==> config.mk <==
export PLATFORM = sky130hd
export DESIGN_NAME = line_step_ctrl_flat
export DESIGN_NICKNAME = d
export VERILOG_FILES = /design/src/rtl/line_step_ctrl_if.sv /design/src/rtl/line_step_ctrl.sv /design/src/flat_wrapper.sv
export SDC_FILE = /design/constraint.sdc
export NUM_CORES = 1
export LEC_CHECK = 0
export ABC_AREA = 1
export CAP_MARGIN = 10
export CORE_UTILIZATION = 25
export CTS_CLUSTER_DIAMETER = 80
export DETAILED_ROUTE_END_ITERATION = 16
export SETUP_SLACK_MARGIN = 0.3
export SKIP_CTS_REPAIR_TIMING = 1
export SYNTH_ARGS = -nofsm -noshare
export SYNTH_HDL_FRONTEND = slang
export SYNTH_SLANG_ARGS = --single-unit
==> constraint.sdc <==
create_clock -name clk -period 2.75 [get_ports clk]
set_input_delay 0.55 -clock clk [delete_from_list [all_inputs] [get_ports clk]]
set_output_delay 0.55 -clock clk [all_outputs]
set_load 0.01 [all_outputs]
==> src/rtl/line_step_ctrl_if.sv <==
// Pixel handshake bundle between the line stepper and the downstream pixel writer.
interface line_step_ctrl_if #(
    parameter int WIDTH = 10
);
    logic [WIDTH-1:0] xcount;
    logic             pix_valid;
    logic             pix_ready;

    modport master (output xcount, output pix_valid, input pix_ready);
    modport slave  (input xcount, input pix_valid, output pix_ready);
endinterface

==> src/rtl/line_step_ctrl.sv <==
// Bresenham sequencing FSM: steps x across a line and drives the error/y datapath controls.
// Optional LINE_ABORT_EN adds an abort input that drops any active line back to IDLE.
//
// state | meaning
// IDLE  | waiting for start
// ERR   | rejected span (x1 < x0), line_err pulse
// INIT  | load error_init into error reg and y0 into y reg
// EMIT  | present (xcount, y) until the writer accepts it
// ADJ   | error += deltax, y += ystep
// DEC   | error -= deltay, xcount++
// DONE  | done pulse
module line_step_ctrl #(
    parameter int WIDTH = 10
) (
    input  logic             clk,
    input  logic             rst,
`ifdef LINE_ABORT_EN
    input  logic             abort,
`endif
    input  logic             start,
    input  logic [WIDTH-1:0] x0_in,
    input  logic [WIDTH-1:0] x1_in,
    output logic             busy,
    output logic             done,
    output logic             line_err,
    output logic [WIDTH-1:0] x0,
    input  logic             less_than_zero,
    output logic             WE_error_reg,
    output logic             WE_y_reg,
    output logic             e_sel_mux_in,
    output logic             e_sel_mux_out,
    output logic             y_sel_mux_in,
    line_step_ctrl_if.master pix
);

    typedef enum logic [2:0] {
        S_IDLE,
        S_ERR,
        S_INIT,
        S_EMIT,
        S_ADJ,
        S_DEC,
        S_DONE
    } state_t;

    typedef struct packed {
        logic busy;
        logic done;
        logic line_err;
        logic we_e;
        logic we_y;
        logic e_in;
        logic e_out;
        logic y_in;
        logic valid;
    } ctl_t;

    state_t           state;
    ctl_t             ctl;
    logic [WIDTH-1:0] x0_q;
    logic [WIDTH-1:0] x1_q;
    logic [WIDTH-1:0] xcount_q;

    // Outputs are registered alongside the state, so decode the state being entered.
    function automatic ctl_t dec(input state_t s);
        ctl_t c;
        c = '0;
        c.busy = (s != S_IDLE);
        case (s)
            S_ERR:  c.line_err = 1'b1;
            S_INIT: begin
                c.we_e = 1'b1;
                c.we_y = 1'b1;
            end
            S_EMIT: c.valid = 1'b1;
            S_ADJ:  begin
                c.we_e  = 1'b1;
                c.e_in  = 1'b1;
                c.e_out = 1'b1;
                c.we_y  = 1'b1;
                c.y_in  = 1'b1;
            end
            S_DEC:  begin
                c.we_e = 1'b1;
                c.e_in = 1'b1;
            end
            S_DONE: c.done = 1'b1;
            default: c = '0;
        endcase
        return c;
    endfunction

    always_ff @(posedge clk) begin
        if (rst) begin
            state    <= S_IDLE;
            ctl      <= '0;
            x0_q     <= '0;
            x1_q     <= '0;
            xcount_q <= '0;
        end
`ifdef LINE_ABORT_EN
        else if (abort && state != S_IDLE) begin
            state <= S_IDLE;
            ctl   <= dec(S_IDLE);
        end
`endif
        else begin
            case (state)
                S_IDLE: begin
                    if (start) begin
                        if (x1_in >= x0_in) begin
                            x0_q     <= x0_in;
                            x1_q     <= x1_in;
                            xcount_q <= x0_in;
                            state    <= S_INIT;
                            ctl      <= dec(S_INIT);
                        end else begin
                            state <= S_ERR;
                            ctl   <= dec(S_ERR);
                        end
                    end
                end
                S_ERR: begin
                    state <= S_IDLE;
                    ctl   <= dec(S_IDLE);
                end
                S_INIT: begin
                    state <= S_EMIT;
                    ctl   <= dec(S_EMIT);
                end
                S_EMIT: begin
                    // Terminate on equality before any increment so x1 = all-ones never wraps.
                    if (pix.pix_ready) begin
                        if (xcount_q == x1_q) begin
                            state <= S_DONE;
                            ctl   <= dec(S_DONE);
                        end else if (less_than_zero) begin
                            state <= S_ADJ;
                            ctl   <= dec(S_ADJ);
                        end else begin
                            state <= S_DEC;
                            ctl   <= dec(S_DEC);
                        end
                    end
                end
                S_ADJ: begin
                    state <= S_DEC;
                    ctl   <= dec(S_DEC);
                end
                S_DEC: begin
                    xcount_q <= xcount_q + 1'b1;
                    state    <= S_EMIT;
                    ctl      <= dec(S_EMIT);
                end
                S_DONE: begin
                    state <= S_IDLE;
                    ctl   <= dec(S_IDLE);
                end
                default: begin
                    state <= S_IDLE;
                    ctl   <= '0;
                end
            endcase
        end
    end

    assign busy          = ctl.busy;
    assign done          = ctl.done;
    assign line_err      = ctl.line_err;
    assign WE_error_reg  = ctl.we_e;
    assign WE_y_reg      = ctl.we_y;
    assign e_sel_mux_in  = ctl.e_in;
    assign e_sel_mux_out = ctl.e_out;
    assign y_sel_mux_in  = ctl.y_in;
    assign x0            = x0_q;
    assign pix.xcount    = xcount_q;
    assign pix.pix_valid = ctl.valid;

endmodule

==> src/flat_wrapper.sv <==
// flat-port wrapper written by rule: the top's interface ports become plain ports
module line_step_ctrl_flat 
#(
    parameter int WIDTH = 10
)
  (clk, rst, start, x0_in, x1_in, busy, done, line_err, x0, less_than_zero, WE_error_reg, WE_y_reg, e_sel_mux_in, e_sel_mux_out, y_sel_mux_in, pix_xcount, pix_pix_valid, pix_pix_ready);
  line_step_ctrl_if #(.WIDTH(WIDTH)) pix_i ();
  input  logic clk;
  input  logic rst;
  input  logic start;
  input  logic [WIDTH-1:0] x0_in;
  input  logic [WIDTH-1:0] x1_in;
  output logic busy;
  output logic done;
  output logic line_err;
  output logic [WIDTH-1:0] x0;
  input  logic less_than_zero;
  output logic WE_error_reg;
  output logic WE_y_reg;
  output logic e_sel_mux_in;
  output logic e_sel_mux_out;
  output logic y_sel_mux_in;
  output wire logic [$bits(pix_i.xcount)-1:0] pix_xcount;
  output wire logic [$bits(pix_i.pix_valid)-1:0] pix_pix_valid;
  input wire logic [$bits(pix_i.pix_ready)-1:0] pix_pix_ready;
  assign pix_xcount = pix_i.xcount;
  assign pix_pix_valid = pix_i.pix_valid;
  assign pix_i.pix_ready = pix_pix_ready;
  line_step_ctrl #(.WIDTH(WIDTH)) u_core (.clk(clk), .rst(rst), .start(start), .x0_in(x0_in), .x1_in(x1_in), .busy(busy), .done(done), .line_err(line_err), .x0(x0), .less_than_zero(less_than_zero), .WE_error_reg(WE_error_reg), .WE_y_reg(WE_y_reg), .e_sel_mux_in(e_sel_mux_in), .e_sel_mux_out(e_sel_mux_out), .y_sel_mux_in(y_sel_mux_in), .pix(pix_i));
endmodule
==> flow_summary_export.csv, run 1 <==
group,metric,value,unit
job,maxCapViolCount,0,
floorplanning,ios,54,
power,peakVddDrop,0.000201,V
placement,port_buffers,53,
synthesis,synth_seq_area_share,0.362,
setup_path,critical_path_arrival,2550,ps
clock_network,cts_buffers,5,
global_route,grt_max_degree,36,
placement,dp_cells,474,
placement,gp_congestion,0.781,
global_route,first_global_vias,2083,
floorplanning,fp.coreArea,0.00876,mm²
timing,skew,3.58,ps
clock_network,cts_root_buf,"clkbuf_8",
power,leakage,1.24,nW
finish,n_fill_cell,918,
worst_hold_path,min_path_type,"flop to flop",
floorplanning,floorplan.initialDensity,0.258,
setup_path,path_cells,"clkdlybuf4s50_1, inv_1, ha_1, nand2_1, nor2_2, nand2_1, nand3_4, nand3_4, buf_12, nor2_1, nor2_1, a21oi_1",
clock_network,ctsLongestPathBuffers,2,
routing,dr_wl_met3,248,µm
synthesis,yosysWarnings,0,
placement,place_ws,128,ps
global_route,grt-ovfl-total,0,
routing,postRouteAntennaNets,0,
floorplanning,die_w,97.2,µm
clock_network,htreeDepth,2,
setup_path,cp-start-kind,"primary input",
timing,fin_crit,2330,ps
clock_network,clkSinkCount,41,
synthesis,synthesis.nets,355,
timing,setup_tns,0,ps
floorplanning,die_h,97.2,µm
routing,wl_per_cell,12.3,µm
setup_path,cp_max_fo,35,
floorplanning,rows,34,
timing,hold_violations,0,
finish,mostFrequentLayoutCell,"nand2_1",
synthesis,ys_types,33,
finish,drive_gt1_frac,0.0831,
synthesis,synth_area_leaders,"dfxtp_1 36%, nand2_1 9.8%, inv_1 8.5%",
global_route,grt_first_pass_wirelength,9990,µm
finish,area_delta_synth_final,32.0,%
power,power,1.51,mW
clock_network,clock_latency,290,ps
timing,setup_viol,0,
setup_path,critPathKind,"primary input to flop",
synthesis,synth-seq-cells,41,
global_route,grt_antenna_before_repair,0,
clock_network,cts.reportedPaths.clkPinSlew,80,ps
setup_path,worst_path_largest_cell_delay,470,ps
timing,maxSlewHeadroom,0.618,
timing,max_freq,0.430,GHz
synthesis,synth.largest_area_cell,"dfxtp_1",
routing,dr_wl_met2,2550,µm
setup_path,required,2970,ps
routing,drc,0,
global_route,grtUsageTotal,0.130,
synthesis,syn_area_per_cell,7.10,µm²
clock_network,cts_tree,"yes",
finish,layoutNonFillerInstCount,481,
synthesis,synth_top_area_frac,0.362,
finish,num_antenna_cells,0,
routing,via_per_inst,4.52,
routing,dr.pass1.iters,4,
routing,top_layer_used,"met4",
routing,vias,2175,
synthesis,syn-cell-area,0.00226,mm²
power,pwr_density_cell,506,mW/mm²
synthesis,syn_inst,319,
timing,worst_slew_pin_slew,573,ps
routing,routed_wl,5920,µm
finish,nNetsFinal,409,
routing,dr.first_iter.drc_count,103,
timing,rsz0062_at_grt,"no",
routing,met1Wirelength,3040,µm
run_status,status,"complete, no violations",
placement,post-dp-hpwl,4620,µm
timing,slew_viol_final,0,
setup_path,crit_path_end_kind,"flop",
timing,min_period_over_period,0.846,
setup_path,cp_top_family,"simple AND/OR/NAND/NOR gates",
setup_path,cp_slowest_cell,"clkdlybuf4s50_1",
timing,setup_ws,424,ps
floorplanning,die_area,0.00944,mm²
finish,mostFrequentLayoutCells,"59 x nand2_1, 53 x clkdlybuf4s50_1, 51 x inv_1, 41 x dfxtp_1, 36 x a21oi_1",
setup_path,worst-path-buf-inv,3,
-- path summary, 6_finish.rpt --
check	slack [ps]	cells past startpoint	from	end
max reg2reg	1060	10	u_core.pix.xcount[0]	u_core.e_sel_mux_in
max	420	12	x0_in[9]	u_core.pix.xcount[5]
min reg2reg	450	2	u_core.x0[3]	u_core.x0[3]
min	450	2	u_core.x0[3]	u_core.x0[3]
-- cell usage after synthesis --
cell type,n
nand3_2,2
ha_1,11
o21ai_2,1
buf_4,1
or2_2,1
nand4_1,8
o22ai_1,2
nor3_1,2
nor2_2,4
inv_1,51
nand2_2,3
o21a_1,1
nand3_1,13
xnor2_1,4
dfxtp_1,41
o21ai_0,22
nor3b_1,1
inv_2,3
a31oi_1,6
buf_1,1
nand2_4,1
xor2_1,3
nand3_4,2
a21oi_2,2
o21ai_1,1
nor2_1,26
buf_6,4
buf_2,1
clkbuf_1,4
nor2_4,1
a21oi_1,36
nand2_1,59
a21o_1,1
-- routing by layer --
layer,up-vias,global-route usage
met3,8,0.0281
met4,0,0.0356
met5,-,0
met2,54,0.197
met1,976,0.184
li1,1137,-
-- cells by family (layout without fill, tap and decap cells) --
kind of cell | Yosys count | count (layout) | synth area share
xor+xnor | 7 | 7 | 0.0271
fa+ha+maj | 11 | 11 | 0.0608
flops | 41 | 41 | 0.362
compound gates | 72 | 72 | 0.171
buf+inv | 65 | 119 | 0.123
simple gates | 123 | 123 | 0.256
-- power by group --
group | switching [mW] | internal, mW | leakage (nW)
registers | 0.0452 | 0.649 | 0.335
logic | 0.223 | 0.191 | 0.861
clock network | 0.205 | 0.199 | 0.0443
-- through the flow --
step	utilization	hold slack (ps)	area (µm²)
6_report	0.341	452	2990
5_1_grt	0.341	480	2990
4_1_cts	0.341	455	2990
3_5_place_dp	0.331	442	2900
3_3_place_gp	0.331	442	2900
2_1_floorplan	-	436	2260
-- worst reg2reg max path, cell delays in order (launching register included) --
cell and delay (ps):
dfxtp_1 500, xnor2_1 160, nand2_1 80, nor2_1 230
nand3_1 190, nand2_1 90, o21ai_0 90, nand2_1 110
nand2_1 60, nand2_1 50, inv_1 40
-- layout make-up --
class | count | area, µm² | share of cell area
multi-input cells | 213 | 1160 | 0.390
flip-flops and latches | 41 | 821 | 0.274
clock buffers | 7 | 86.3 | 0.0289
repair buffers | 58 | 581 | 0.194
inverters | 54 | 203 | 0.0678
well taps | 108 | 135 | 0.0452
(Power assumes the default switching activity.)
==> run 2, diff against run 1 <==
Clock period 2.75 ns to 2 ns, I/O delays scaled along.
==> run 2 against run 1 <==
Worst hold slack got worse by 62 ps. Non-clock buffer count rose by 21. Final cell count grew 4.8%. Clock skew rose by 4.1 ps. Sequential power is 38% higher. Clock power up 100%. Flip-flop and latch count is the same. Critical path depth is 2 lower. Total power rose by 66%. Register-to-register slack worse by 720 ps. Final area is 14% higher. Largest cell class unchanged.
==> flow_summary_export.csv, run 2 (synthesis results as in run 1) <==
group,metric,value,unit
clock_network,ctsLongestPathBuffers,2,
finish,mostFrequentLayoutCell,"nand2_1",
clock_network,cts_tree,"yes",
power,pwr_density_cell,734,mW/mm²
floorplanning,die_h,97.2,µm
placement,place_ws,-425,ps
power,power,2.51,mW
floorplanning,ios,54,
clock_network,cts_buffers,5,
setup_path,required,2190,ps
finish,multi_input_area,0.00131,mm²
clock_network,cts.reportedPaths.clkPinSlew,90,ps
setup_path,cp_top_family,"compound AO/OA/AOI/OAI gates",
routing,postRouteAntennaNets,0,
job,maxCapViolCount,0,
timing,max_freq,0.572,GHz
finish,area_delta_synth_final,50.8,%
clock_network,htreeDepth,2,
global_route,first_global_vias,2179,
floorplanning,floorplan.initialDensity,0.258,
setup_path,worst-path-buf-inv,2,
setup_path,cp_slowest_cell,"ha_4",
setup_path,path_cells,"dlymetal6s2s_1, ha_4, nand2_1, a21oi_2, nor2_2, nand3_4, nand3_4, buf_6, o21ai_0, a21oi_1",
timing,worst_slew_pin_slew,550,ps
global_route,grt_max_degree,22,
power,leakage,1.57,nW
routing,dr.first_iter.drc_count,151,
worst_hold_path,min_path_type,"primary input to flop",
finish,nNetsFinal,431,
routing,dr.pass1.iters,4,
clock_network,clkSinkCount,41,
setup_path,crit_path_end_kind,"flop",
global_route,grt-ovfl-total,0,
timing,skew,7.70,ps
setup_path,cp_max_fo,7,
finish,regArea,848,µm²
timing,setup_viol,0,
setup_path,crit_top_cell,"nand3_4",
finish,num_antenna_cells,0,
global_route,grtUsageTotal,0.142,
timing,fin_crit,1750,ps
routing,wl_per_cell,13.7,µm
clock_network,clock_latency,300,ps
global_route,grt_antenna_before_repair,0,
timing,min_period_over_period,0.874,
placement,port_buffers,53,
routing,via_per_inst,4.63,
global_route,grt_first_pass_wirelength,10700,µm
setup_path,critPathKind,"primary input to flop",
placement,dpl_cell_area,0.00300,mm²
floorplanning,die_area,0.00944,mm²
run_status,status,"complete, no violations",
finish,mostFrequentLayoutCells,"56 x nand2_1, 45 x inv_1, 34 x a21oi_1, 31 x dfxtp_1, 29 x clkdlybuf4s50_1",
timing,setup_tns,0,ps
setup_path,critical_path_arrival,1940,ps
finish,drive_gt1_frac,0.247,
setup_path,worst_path_largest_cell_delay,280,ps
routing,routed_wl,6900,µm
floorplanning,fp.coreArea,0.00876,mm²
timing,setup_ws,252,ps
timing,maxSlewHeadroom,0.633,
setup_path,cp-start-kind,"primary input",
routing,drc,0,
power,peakVddDrop,0.000393,V
finish,n_fill_cell,888,
timing,hold_violations,0,
floorplanning,rows,34,
timing,rsz0062_at_grt,"no",
placement,gp_congestion,0.847,
floorplanning,die_w,97.2,µm
finish,post-route-cell-area,0.00342,mm²
timing,slew_viol_final,0,
placement,post-dp-hpwl,4990,µm
clock_network,cts_root_buf,"clkbuf_8",
routing,vias,2334,
finish,final_util,0.390,
==> run 2: cell types whose count changed in the layout (fill, tap and decap cells not counted), sizes merged <==
cell | before | now
inv | 54 | 55
clkbuf | 7 | 15
clkdlybuf4s50 | 53 | 29
nand3 | 17 | 18
bufinv | 0 | 2
buf | 5 | 25
dlymetal6s2s | 0 | 15
==> run 2: metal layers <==
layer | global-route usage | up-vias | routed length (µm)
met2 | 0.229 | 72 | 3230
li1 | - | 1184 | -
met3 | 0.0273 | 9 | 335
met1 | 0.194 | 1069 | 3240
met5 | 0 | - | 0
met4 | 0.0379 | 0 | 91
==> run 2: final cells by class <==
type                            count  share of cell area
Tap cell                          108              0.0396
Sequential cell                    41               0.248
Clock buffer                        5              0.0201
Inverter                           54              0.0593
Timing Repair Buffer               79               0.230
Multi-Input combinational cell    214               0.383
Clock inverter                      3              0.0201
==> run 2: worst register-to-register path, cell delays in order (launching register included) <==
cell	delay [ps]
dfxtp_1	320
inv_1	120
nand2_1	150
nor2_4	190
buf_12	130
nand3_4	140
buf_6	180
o21ai_0	230
a21oi_1	80
==> run 2: path summary, 6_finish.rpt <==
| check | cells after the start | from | slack, ps | endpoint |
|---|---|---|---|---|
| worst max-delay path | 10 | x1_in[7] | 250 | u_core.x1_q[6] |
| worst min-delay path | 3 | x0_in[3] | 390 | u_core.x0[3] |
| worst max register to register | 8 | u_core.state[0] | 340 | u_core.x1_q[6] |
| worst min register to register | 2 | u_core.x0[7] | 460 | u_core.x0[7] |
==> run 2: power by group <==
group	leakage, nW	total, mW	internal (mW)	switching (mW)
Sequential	0.342	0.959	0.893	0.0663
Clock	0.0687	0.819	0.503	0.317
Combinational	1.16	0.729	0.353	0.376
Total	1.57	2.51	1.75	0.758
==> run 2: metrics by stage <==
step | hold WS [ps] | instances
final | 390 | 504
after floorplan | 436 | 319
after global placement | 437 | 487
after global routing | 435 | 504
after CTS | 459 | 495
after detailed placement | 444 | 487
==> run 3, diff against run 2 <==
Settings changed: SKIP_LAST_GASP set to 1.
Clock period 2 ns to 2.09 ns, I/O delays scaled along.
==> run 3 against run 2 <==
Combinational power fell by 6.9%. Die area unchanged. Utilization down 0.19 points. First-iteration DRC count decreased by 22%. Critical path depth fell by 9. Highest routed layer unchanged. Total power is 11% lower. Critical endpoint is now pix_xcount[6].
==> flow_summary_export.csv, run 3 (synthesis results as in run 1) <==
group,metric,value,unit
timing,min_period_over_period,0.832,
global_route,grtUsageTotal,0.131,
routing,postRouteAntennaNets,0,
timing,slew_viol_final,0,
floorplanning,floorplan.initialDensity,0.258,
global_route,grt_max_degree,26,
global_route,first_global_vias,2109,
clock_network,cts.reportedPaths.clkPinSlew,90,ps
worst_hold_path,min_from,"x0_in[6]",
timing,setup_tns,0,ps
finish,mostFrequentLayoutCells,"56 x nand2_1, 46 x inv_1, 33 x clkdlybuf4s50_1, 33 x dfxtp_1, 29 x a21oi_1",
floorplanning,rows,34,
routing,vias,2341,
power,pwr_density_cell,660,mW/mm²
finish,area_delta_synth_final,50.1,%
routing,drc,0,
setup_path,cp_top_family,"buffers and inverters",
power,peakVddDrop,0.000246,V
routing,via_per_inst,4.65,
setup_path,critPathKind,"flop to output port",
global_route,grt_first_pass_wirelength,10000,µm
placement,post-dp-hpwl,4800,µm
clock_network,cts_root_buf,"clkbuf_8",
finish,mostFrequentLayoutCell,"nand2_1",
finish,drive_gt1_frac,0.218,
floorplanning,ios,54,
clock_network,clock_latency,300,ps
setup_path,worst_path_largest_cell_delay,590,ps
floorplanning,die_area,0.00944,mm²
timing,maxSlewHeadroom,0.612,
clock_network,ctsLongestPathBuffers,2,
finish,num_antenna_cells,0,
setup_path,rr_startpoint,"u_core.state[1]",
floorplanning,die_w,97.2,µm
clock_network,cts_tree,"yes",
worst_hold_path,hold-path-endpoint,"u_core.x0[6]",
timing,fin_crit,1740,ps
run_status,status,"complete, no violations",
global_route,grt_antenna_before_repair,0,
setup_path,ff2ff_path_depth,8,
timing,skew,11.0,ps
worst_hold_path,min_path_type,"primary input to flop",
setup_path,cp_max_fo,5,
setup_path,timing.rr.end,"u_core.pix.xcount[9]",
setup_path,r2r_slack,530,ps
timing,hold_violations,0,
worst_hold_path,hold_depth,3,
power,power,2.24,mW
timing,max_freq,0.575,GHz
clock_network,clkSinkCount,41,
finish,nNetsFinal,431,
job,maxCapViolCount,0,
timing,rsz0062_at_grt,"no",
floorplanning,fp.coreArea,0.00876,mm²
placement,place_ws,-284,ps
setup_path,critical_path_arrival,1320,ps
clock_network,cts_buffers,5,
timing,worst_slew_pin_slew,582,ps
placement,gp_congestion,0.822,
setup_path,path_cells,"clkdlybuf4s50_1",
setup_path,cp_slowest_cell,"clkdlybuf4s50_1",
routing,wl_per_cell,13.4,µm
power,leakage,1.55,nW
placement,port_buffers,53,
setup_path,crit_path_end_kind,"output port",
routing,routed_wl,6770,µm
setup_path,required,1670,ps
finish,final_util,0.388,
floorplanning,die_h,97.2,µm
timing,setup_viol,0,
setup_path,cp-start-kind,"flop",
timing,setup_ws,352,ps
routing,dr.first_iter.drc_count,118,
global_route,grt-ovfl-total,0,
setup_path,worst-path-buf-inv,1,
routing,dr.pass1.iters,5,
clock_network,htreeDepth,2,
==> run 3: area by class of cell <==
class | instances | area (µm²)
repair buffers | 79 | 841
inverters | 54 | 203
flip-flops and latches | 41 | 831
well taps | 108 | 135
clock inverters | 2 | 35.0
fillers | 907 | 5360
clock buffers | 5 | 68.8
multi-input cells | 214 | 1290
==> run 3: report_power, final <==
group | total [mW] | switching, mW | internal [mW]
logic | 0.679 | 0.350 | 0.329
clock network | 0.645 | 0.297 | 0.348
registers | 0.918 | 0.0612 | 0.857
total | 2.24 | 0.708 | 1.53
==> run 3: how the worst max path moves through the flow <==
stage | to | start | depth (start not counted)
after detailed placement | u_core.x1_q[2] | x0_in[9] | 11
after global placement | u_core.state[0] | x0_in[9] | 12
after global routing | u_core.x1_q[7] | x1_in[0] | 13
final | pix_xcount[6] | u_core.pix.xcount[6] | 1
after CTS | u_core.pix.xcount[9] | x0_in[9] | 12
after floorplan | u_core.state[1] | x0_in[9] | 10
==> run 3: routing by layer <==
layer / global-route usage / up-vias / routed length (µm) / share of wire
met5: 0 / - / 0 / 0
met4: 0.0379 / 0 / 70 / 0.010
met3: 0.0273 / 7 / 293 / 0.043
met2: 0.205 / 62 / 3130 / 0.46
met1: 0.180 / 1085 / 3270 / 0.48
li1: - / 1187 / - / -
==> run 3: through the flow <==
step	std cells	area, µm²	hold slack (ps)
after floorplan	319	2260	436
after global placement	490	3020	441
after detailed placement	490	3020	444
after CTS	497	3130	462
after global routing	503	3400	477
final	503	3400	444
